==> config.mk <==
export PLATFORM = sky130hd
export DESIGN_NAME = cpu_test_ctrl
export DESIGN_NICKNAME = d
export VERILOG_FILES = /design/src/rtl/cpu_test_ctrl_pkg.sv /design/src/rtl/sat_counter.sv /design/src/rtl/cpu_test_ctrl.sv
export SDC_FILE = /design/constraint.sdc
export NUM_CORES = 1
export LEC_CHECK = 0
export ABC_AREA = 1
export BUFFER_PORTS_ARGS = -buffer_cell sky130_fd_sc_hd__buf_2
export CORE_ASPECT_RATIO = 0.5
export CORE_UTILIZATION = 47
export DETAILED_ROUTE_END_ITERATION = 10
export PLACE_DENSITY_LB_ADDON = 0.15
export SKIP_LAST_GASP = 1
export SYNTH_ARGS = -nofsm -noshare
export SYNTH_HDL_FRONTEND = slang
export SYNTH_HIERARCHICAL = 1
export SYNTH_SLANG_ARGS = --single-unit
==> constraint.sdc <==
create_clock -name clk -period 3 [get_ports clk]
set_clock_uncertainty 0.2 [all_clocks]
set_input_delay 0.6 -clock clk [delete_from_list [all_inputs] [get_ports clk]]
set_output_delay 0.6 -clock clk [all_outputs]
set_load 0.005 [all_outputs]
==> src/rtl/cpu_test_ctrl_pkg.sv <==
// ---------------------------------------------------------------------------
// cpu_test_ctrl_pkg
// Shared types and default constants for the CPU test controller.
//   state_t                 : controller state encoding (3 bits)
//   DEFAULT_DONE_ADDR_BIT   : fill bit for the default end-of-test address
//                             (all ones at any address width)
//   DEFAULT_PASS_VALUE      : data value at the end-of-test address that
//                             signals a passing run
// ---------------------------------------------------------------------------
package cpu_test_ctrl_pkg;

  typedef enum logic [2:0] {
    ST_HOLD    = 3'd0,
    ST_RUN     = 3'd1,
    ST_PASS    = 3'd2,
    ST_FAIL    = 3'd3,
    ST_TIMEOUT = 3'd4
  } state_t;

  localparam logic DEFAULT_DONE_ADDR_BIT = 1'b1;
  localparam int   DEFAULT_PASS_VALUE    = 1;

endpackage

==> src/rtl/sat_counter.sv <==
// ---------------------------------------------------------------------------
// sat_counter
// Up-counter that sticks at all-ones instead of wrapping.
// Ports:
//   clk    : clock, rising edge
//   reset  : synchronous active-low reset, clears the count
//   clear  : synchronous clear, same effect as reset
//   enable : count up by one this cycle (ignored once saturated)
//   count  : current count value, W bits
// ---------------------------------------------------------------------------
module sat_counter
  import cpu_test_ctrl_pkg::*;
#(
  parameter int W = 16
) (
  input  logic         clk,
  input  logic         reset,
  input  logic         clear,
  input  logic         enable,
  output logic [W-1:0] count
);

  // Holding at all-ones keeps a long run from looking like a fresh start.
  always_ff @(posedge clk) begin
    if (!reset || clear) begin
      count <= '0;
    end else if (enable && (count != {W{1'b1}})) begin
      count <= count + W'(1);
    end
  end

endmodule

==> src/rtl/cpu_test_ctrl.sv <==
// ---------------------------------------------------------------------------
// cpu_test_ctrl
// Test controller for the tiny MIPS CPU + RAM system. Holds the CPU in reset
// for RESET_CYCLES after controller reset release, then snoops the memory bus
// while the CPU runs. A write to DONE_ADDR ends the test (pass when the data
// equals PASS_VALUE); a watchdog ends it after MAX_CYCLES run cycles.
//
// Optional feature macro: CPU_TEST_CTRL_CHKSUM_EN adds a rolling signature
// of all run-phase writes on output chksum.
//
// Ports:
//   clk            : clock, rising edge
//   reset          : synchronous active-low reset
//   memwrite       : CPU write strobe (snooped)
//   adr            : CPU address, AW bits (snooped)
//   writedata      : CPU write data, DW bits (snooped)
//   cpu_reset      : active-high reset to the CPU
//   groundconstant : constant 0 tie-off
//   done           : test ended by an end-of-test write
//   pass           : end-of-test data matched PASS_VALUE (valid with done)
//   timeout        : watchdog expired
//   cycle_count    : run cycles elapsed, CNT_W bits, saturating
//   write_count    : run-phase write cycles, CNT_W bits, saturating
//   chksum         : (macro only) write signature, DW bits
// ---------------------------------------------------------------------------
module cpu_test_ctrl
  import cpu_test_ctrl_pkg::*;
#(
  parameter int             DW           = 8,
  parameter int             AW           = 8,
  parameter int             RESET_CYCLES = 2,
  parameter int             MAX_CYCLES   = 30,
  parameter int             CNT_W        = 16,
  parameter logic [AW-1:0]  DONE_ADDR    = {AW{DEFAULT_DONE_ADDR_BIT}},
  parameter logic [DW-1:0]  PASS_VALUE   = DW'(DEFAULT_PASS_VALUE),
  parameter int             HALT_ON_DONE = 1
) (
  input  logic             clk,
  input  logic             reset,
  input  logic             memwrite,
  input  logic [AW-1:0]    adr,
  input  logic [DW-1:0]    writedata,
  output logic             cpu_reset,
  output logic             groundconstant,
  output logic             done,
  output logic             pass,
  output logic             timeout,
  output logic [CNT_W-1:0] cycle_count,
`ifdef CPU_TEST_CTRL_CHKSUM_EN
  output logic [CNT_W-1:0] write_count,
  output logic [DW-1:0]    chksum
`else
  output logic [CNT_W-1:0] write_count
`endif
);

  // Parameter sanity; 64-bit arithmetic so wide CNT_W cannot overflow.
  generate
    if (RESET_CYCLES < 1) begin : g_bad_reset_cycles
      $error("cpu_test_ctrl: RESET_CYCLES must be >= 1");
    end
    if (MAX_CYCLES < 2) begin : g_bad_max_cycles
      $error("cpu_test_ctrl: MAX_CYCLES must be >= 2");
    end
    if (64'(MAX_CYCLES) > ((64'd1 << CNT_W) - 64'd1)) begin : g_bad_cnt_w
      $error("cpu_test_ctrl: MAX_CYCLES does not fit in CNT_W bits");
    end
  endgenerate

  state_t           state;
  state_t           next_state;
  logic             in_hold;
  logic             in_run;
  logic             end_of_test;
  logic             run_write;
  logic [CNT_W-1:0] hold_count;

  assign in_hold        = (state == ST_HOLD);
  assign in_run         = (state == ST_RUN);
  assign run_write      = in_run && memwrite;
  assign end_of_test    = run_write && (adr == DONE_ADDR);
  assign groundconstant = 1'b0;

  // Hold counter only advances in HOLD and is kept at zero elsewhere, so
  // every entry into HOLD starts a full reset window.
  sat_counter #(.W(CNT_W)) u_hold_cnt (
    .clk    (clk),
    .reset  (reset),
    .clear  (!in_hold),
    .enable (in_hold),
    .count  (hold_count)
  );

  // Counters freeze automatically in terminal states because they are only
  // enabled while running.
  sat_counter #(.W(CNT_W)) u_cycle_cnt (
    .clk    (clk),
    .reset  (reset),
    .clear  (1'b0),
    .enable (in_run),
    .count  (cycle_count)
  );

  sat_counter #(.W(CNT_W)) u_write_cnt (
    .clk    (clk),
    .reset  (reset),
    .clear  (1'b0),
    .enable (run_write),
    .count  (write_count)
  );

  // State register.
  always_ff @(posedge clk) begin
    if (!reset) begin
      state <= ST_HOLD;
    end else begin
      state <= next_state;
    end
  end

  // Next-state and output decode. Flags come straight from the registered
  // state, so they appear one cycle after the deciding edge. End-of-test is
  // checked before the watchdog so it wins a tie.
  always_comb begin
    next_state = state;
    cpu_reset  = 1'b1;
    done       = 1'b0;
    pass       = 1'b0;
    timeout    = 1'b0;
    unique case (state)
      ST_HOLD: begin
        if (hold_count == CNT_W'(RESET_CYCLES - 1)) begin
          next_state = ST_RUN;
        end
      end
      ST_RUN: begin
        cpu_reset = 1'b0;
        if (end_of_test) begin
          next_state = (writedata == PASS_VALUE) ? ST_PASS : ST_FAIL;
        end else if (cycle_count == CNT_W'(MAX_CYCLES - 1)) begin
          next_state = ST_TIMEOUT;
        end
      end
      ST_PASS: begin
        cpu_reset = (HALT_ON_DONE != 0);
        done      = 1'b1;
        pass      = 1'b1;
      end
      ST_FAIL: begin
        cpu_reset = (HALT_ON_DONE != 0);
        done      = 1'b1;
      end
      ST_TIMEOUT: begin
        cpu_reset = (HALT_ON_DONE != 0);
        timeout   = 1'b1;
      end
      default: begin
        next_state = ST_HOLD;
      end
    endcase
  end

`ifdef CPU_TEST_CTRL_CHKSUM_EN
  logic [DW-1:0] adr_ext;

  generate
    if (AW >= DW) begin : g_adr_trunc
      assign adr_ext = adr[DW-1:0];
    end else begin : g_adr_pad
      assign adr_ext = {{(DW - AW){1'b0}}, adr};
    end
  endgenerate

  // Rotate-left then fold in data and address of every counted write.
  always_ff @(posedge clk) begin
    if (!reset) begin
      chksum <= '0;
    end else if (run_write) begin
      chksum <= {chksum[DW-2:0], chksum[DW-1]} ^ writedata ^ adr_ext;
    end
  end
`endif

endmodule
==> results.yml <==
worst_setup_path:
  endpoint_kind: "output pin"
  cp_data_required_time_ns: 2.20
  start_kind: "flop"
  endpoint: "timeout"
  startpoint: "state[2]"
  r2r_cells: 8
  arrival_ns: 1.11
  crit_fanout: 5
  worstReg2RegStart: "u_cycle_cnt/count[1]"
  crit_type: "reg -> out"
  r2r_end: "u_cycle_cnt/count[1]"
  timing.reg2reg.setup_slack_ns: 1.23
floorplan:
  die-area_sq_um: 7352
  fp.dieW_um: 120.3
  fp.coreArea_sq_um: 6726
  pin_count: 56
  initial_core_util_pct: 48.87
  num_rows: 21
  die_height_um: 61.14
cts:
  clock_sinks: 51
  clock_path_buffers: 2
  clk_pin_slew_ns: 0.06
  post-cts-setup-buffers: 0
  clk_latency_ns: 0.29
  cts_resized: 0
  cts-root-buf: "clkbuf_16"
  cts_hold_buffers: 0
  cts_max_level: 2
  cts_made_buffers: 5
  cts_tree: "built"
global_routing:
  grt_max_degree: 16
  antenna_found_initial: 0
  grt_remaining_overflow: 0
  grt_usage_pct: 19.45
  grt_pass1_wl_mm: 11.23
  grt_pass1_vias: 2499
place:
  placed_area_sq_um: 3627
  routabilityCongestion: 0.8401
  io_buffers: 54
  hpwl_mm: 5.275
  dp_slack_ns: 1.102
drt:
  routedWlPerCell_um: 10.51
  drt-total-wl_mm: 6.969
  vias: 3191
  vias_per_cell: 4.813
  antenna_left: 0
  route.detailed.drc: 0
  drt_first_pass_iters: 4
  initialDrtViolationCount: 138
power_and_ir_drop:
  pwr-share-clk_pct: 34.6
  power_density_nw_per_um2: 425.1
  pwr-share-seq_pct: 46.1
  swShare_pct: 30.24
  peakVddDrop_mv: 0.2247
  p_sw_uw: 484.0
  pwr-share-comb_pct: 19.3
  p_int_uw: 1117
  p_leak_uw: 0.001498
  finalPower_uw: 1601
logic_synthesis:
  synth_top_area_cell: "dfxtp_1"
  seq_area_frac_synth_pct: 31.06
  ys_warn_count: 6
  ys_types: 26
  synth_cells: 511
  mappedNetlistArea_sq_um: 3287
  ys_seq_elements: 51
  netlist.area_leader.share_pct: 31.06
  synth_area_leaders: "dfxtp_1, nor2_1, nand2_1"
  synth_area_per_cell_sq_um: 6.432
sta:
  worst_slack_ns: 1.094
  grt_setup_unrepaired: "no"
  post-route-period-util_pct: 63.53
  hold_viol: 0
  finalSetupViolations: 0
  max_freq_ghz: 0.5247
  fin_setup_tns_ns: 0
  fin_crit_ns: 1.906
  slew_violations: 0
layout:
  multi_input_area_sq_um: 2056
  fillers: 680
  regArea_sq_um: 1021
  finalInstanceArea_sq_um: 3765
  drive_gt1_share_pct: 20.49
  antenna_cells: 0
  synthToLayoutAreaGrowth_pct: 14.54
  final_nets: 592
flow_run:
  drv_cap: 0
outcome:
  status: "complete, no violations"
min_path:
  min_path_type: "reg -> reg"
## worst max-delay path, stage by stage, from the launching register on
cell and delay (ns):
dfxtp_1 0.44, inv_2 0.07, nor3_2 0.16, buf_2 0.15
## synth_stat cells, drive strengths merged
master and number:
nor2 153, nand2 142, dfxtp 51, nand3 41, inv 38, a21oi 34
nand4 10, o21ai 10, nand3b 8, nor3 8, buf 7, ha 3
xor2 3, conb 1, nor3b 1, o21a 1
## worst min path at each step
stage,startpoint,endpoint,depth (start not counted)
after floorplan,u_hold_cnt/count[4],u_hold_cnt/count[4],2
after global placement,u_write_cnt/count[4],u_write_cnt/count[4],2
after detailed placement,u_hold_cnt/count[4],u_hold_cnt/count[4],2
after CTS,u_hold_cnt/count[4],u_hold_cnt/count[4],2
after global routing,u_write_cnt/count[0],u_write_cnt/count[0],2
final,u_hold_cnt/count[15],u_hold_cnt/count[15],2
## logic make-up after synthesis
| family | count (synthesis) | synth area share, % |
|---|---|---|
| DFF | 51 | 31.06 |
| xor gates and xnor gates | 3 | 0.7995 |
| and+or+nand+nor | 363 | 52.87 |
| other | 1 | 0.1141 |
| adders and majority gates | 3 | 1.142 |
| AOI/OAI and AO/OA | 45 | 7.385 |
| buffers and inverters | 45 | 6.624 |
## power groups by stage
stage / Clock, uW / Combinational, uW / Sequential (uW)
floorplan: 0 / 238 / 746
global placement: 0 / 306 / 753
detailed placement: 0 / 308 / 753
CTS: 576 / 311 / 738
global route: 601 / 366 / 742
finish: 554 / 309 / 738
## per-stage QoR
stage | cells | utilization, % | hold slack [ns]
2_1_floorplan | 513 | - | 0.2891
3_3_place_gp | 655 | 53.92 | 0.3200
3_5_place_dp | 655 | 53.92 | 0.3296
4_1_cts | 663 | 55.97 | 0.3395
5_1_grt | 663 | 55.97 | 0.3733
6_report | 663 | 55.97 | 0.3370
## layout make-up
| class | instances | area share (%) |
|---|---|---|
| timing repair buffer | 57 | 7.777 |
| tap | 92 | 3.057 |
| inverter | 38 | 3.789 |
| sequential | 51 | 27.12 |
| multi-input combinational | 417 | 54.60 |
| clock inverter | 1 | 0.1329 |
| clock buffer | 7 | 3.523 |
## cell usage in the layout (no fill, tap or decap), types with 8 or more instances in the layout
cell type | synthesis | routed
nor2_1 | 130 | 130
nand2_1 | 129 | 129
buf_2 | 0 | 54
dfxtp_1 | 51 | 51
inv_1 | 35 | 35
nand3_1 | 34 | 34
a21oi_1 | 33 | 33
nor2_4 | 16 | 16
nand2_2 | 13 | 13
nand3b_1 | 8 | 8
## metal layers
metal  vias to the layer above  GRT usage (%)  routed length [um]  part of all wire (%)
met4                         0          6.702                  82                   1.2
met1                      1389          25.45                3586                    51
li1                       1745              -                   -                     -
met2                        49          32.10                3013                    43
met5                         -              0                   0                     0
met3                         8          4.815                 286                   4.1
## state kept, by name, indices dropped and copies added, names as in the netlist
| name | count |
|---|---|
| state | 3 |
| u_cycle_cnt/count | 16 |
| u_hold_cnt/count | 16 |
| u_write_cnt/count | 16 |
No activity file was read; power rests on OpenSTA's default activity.
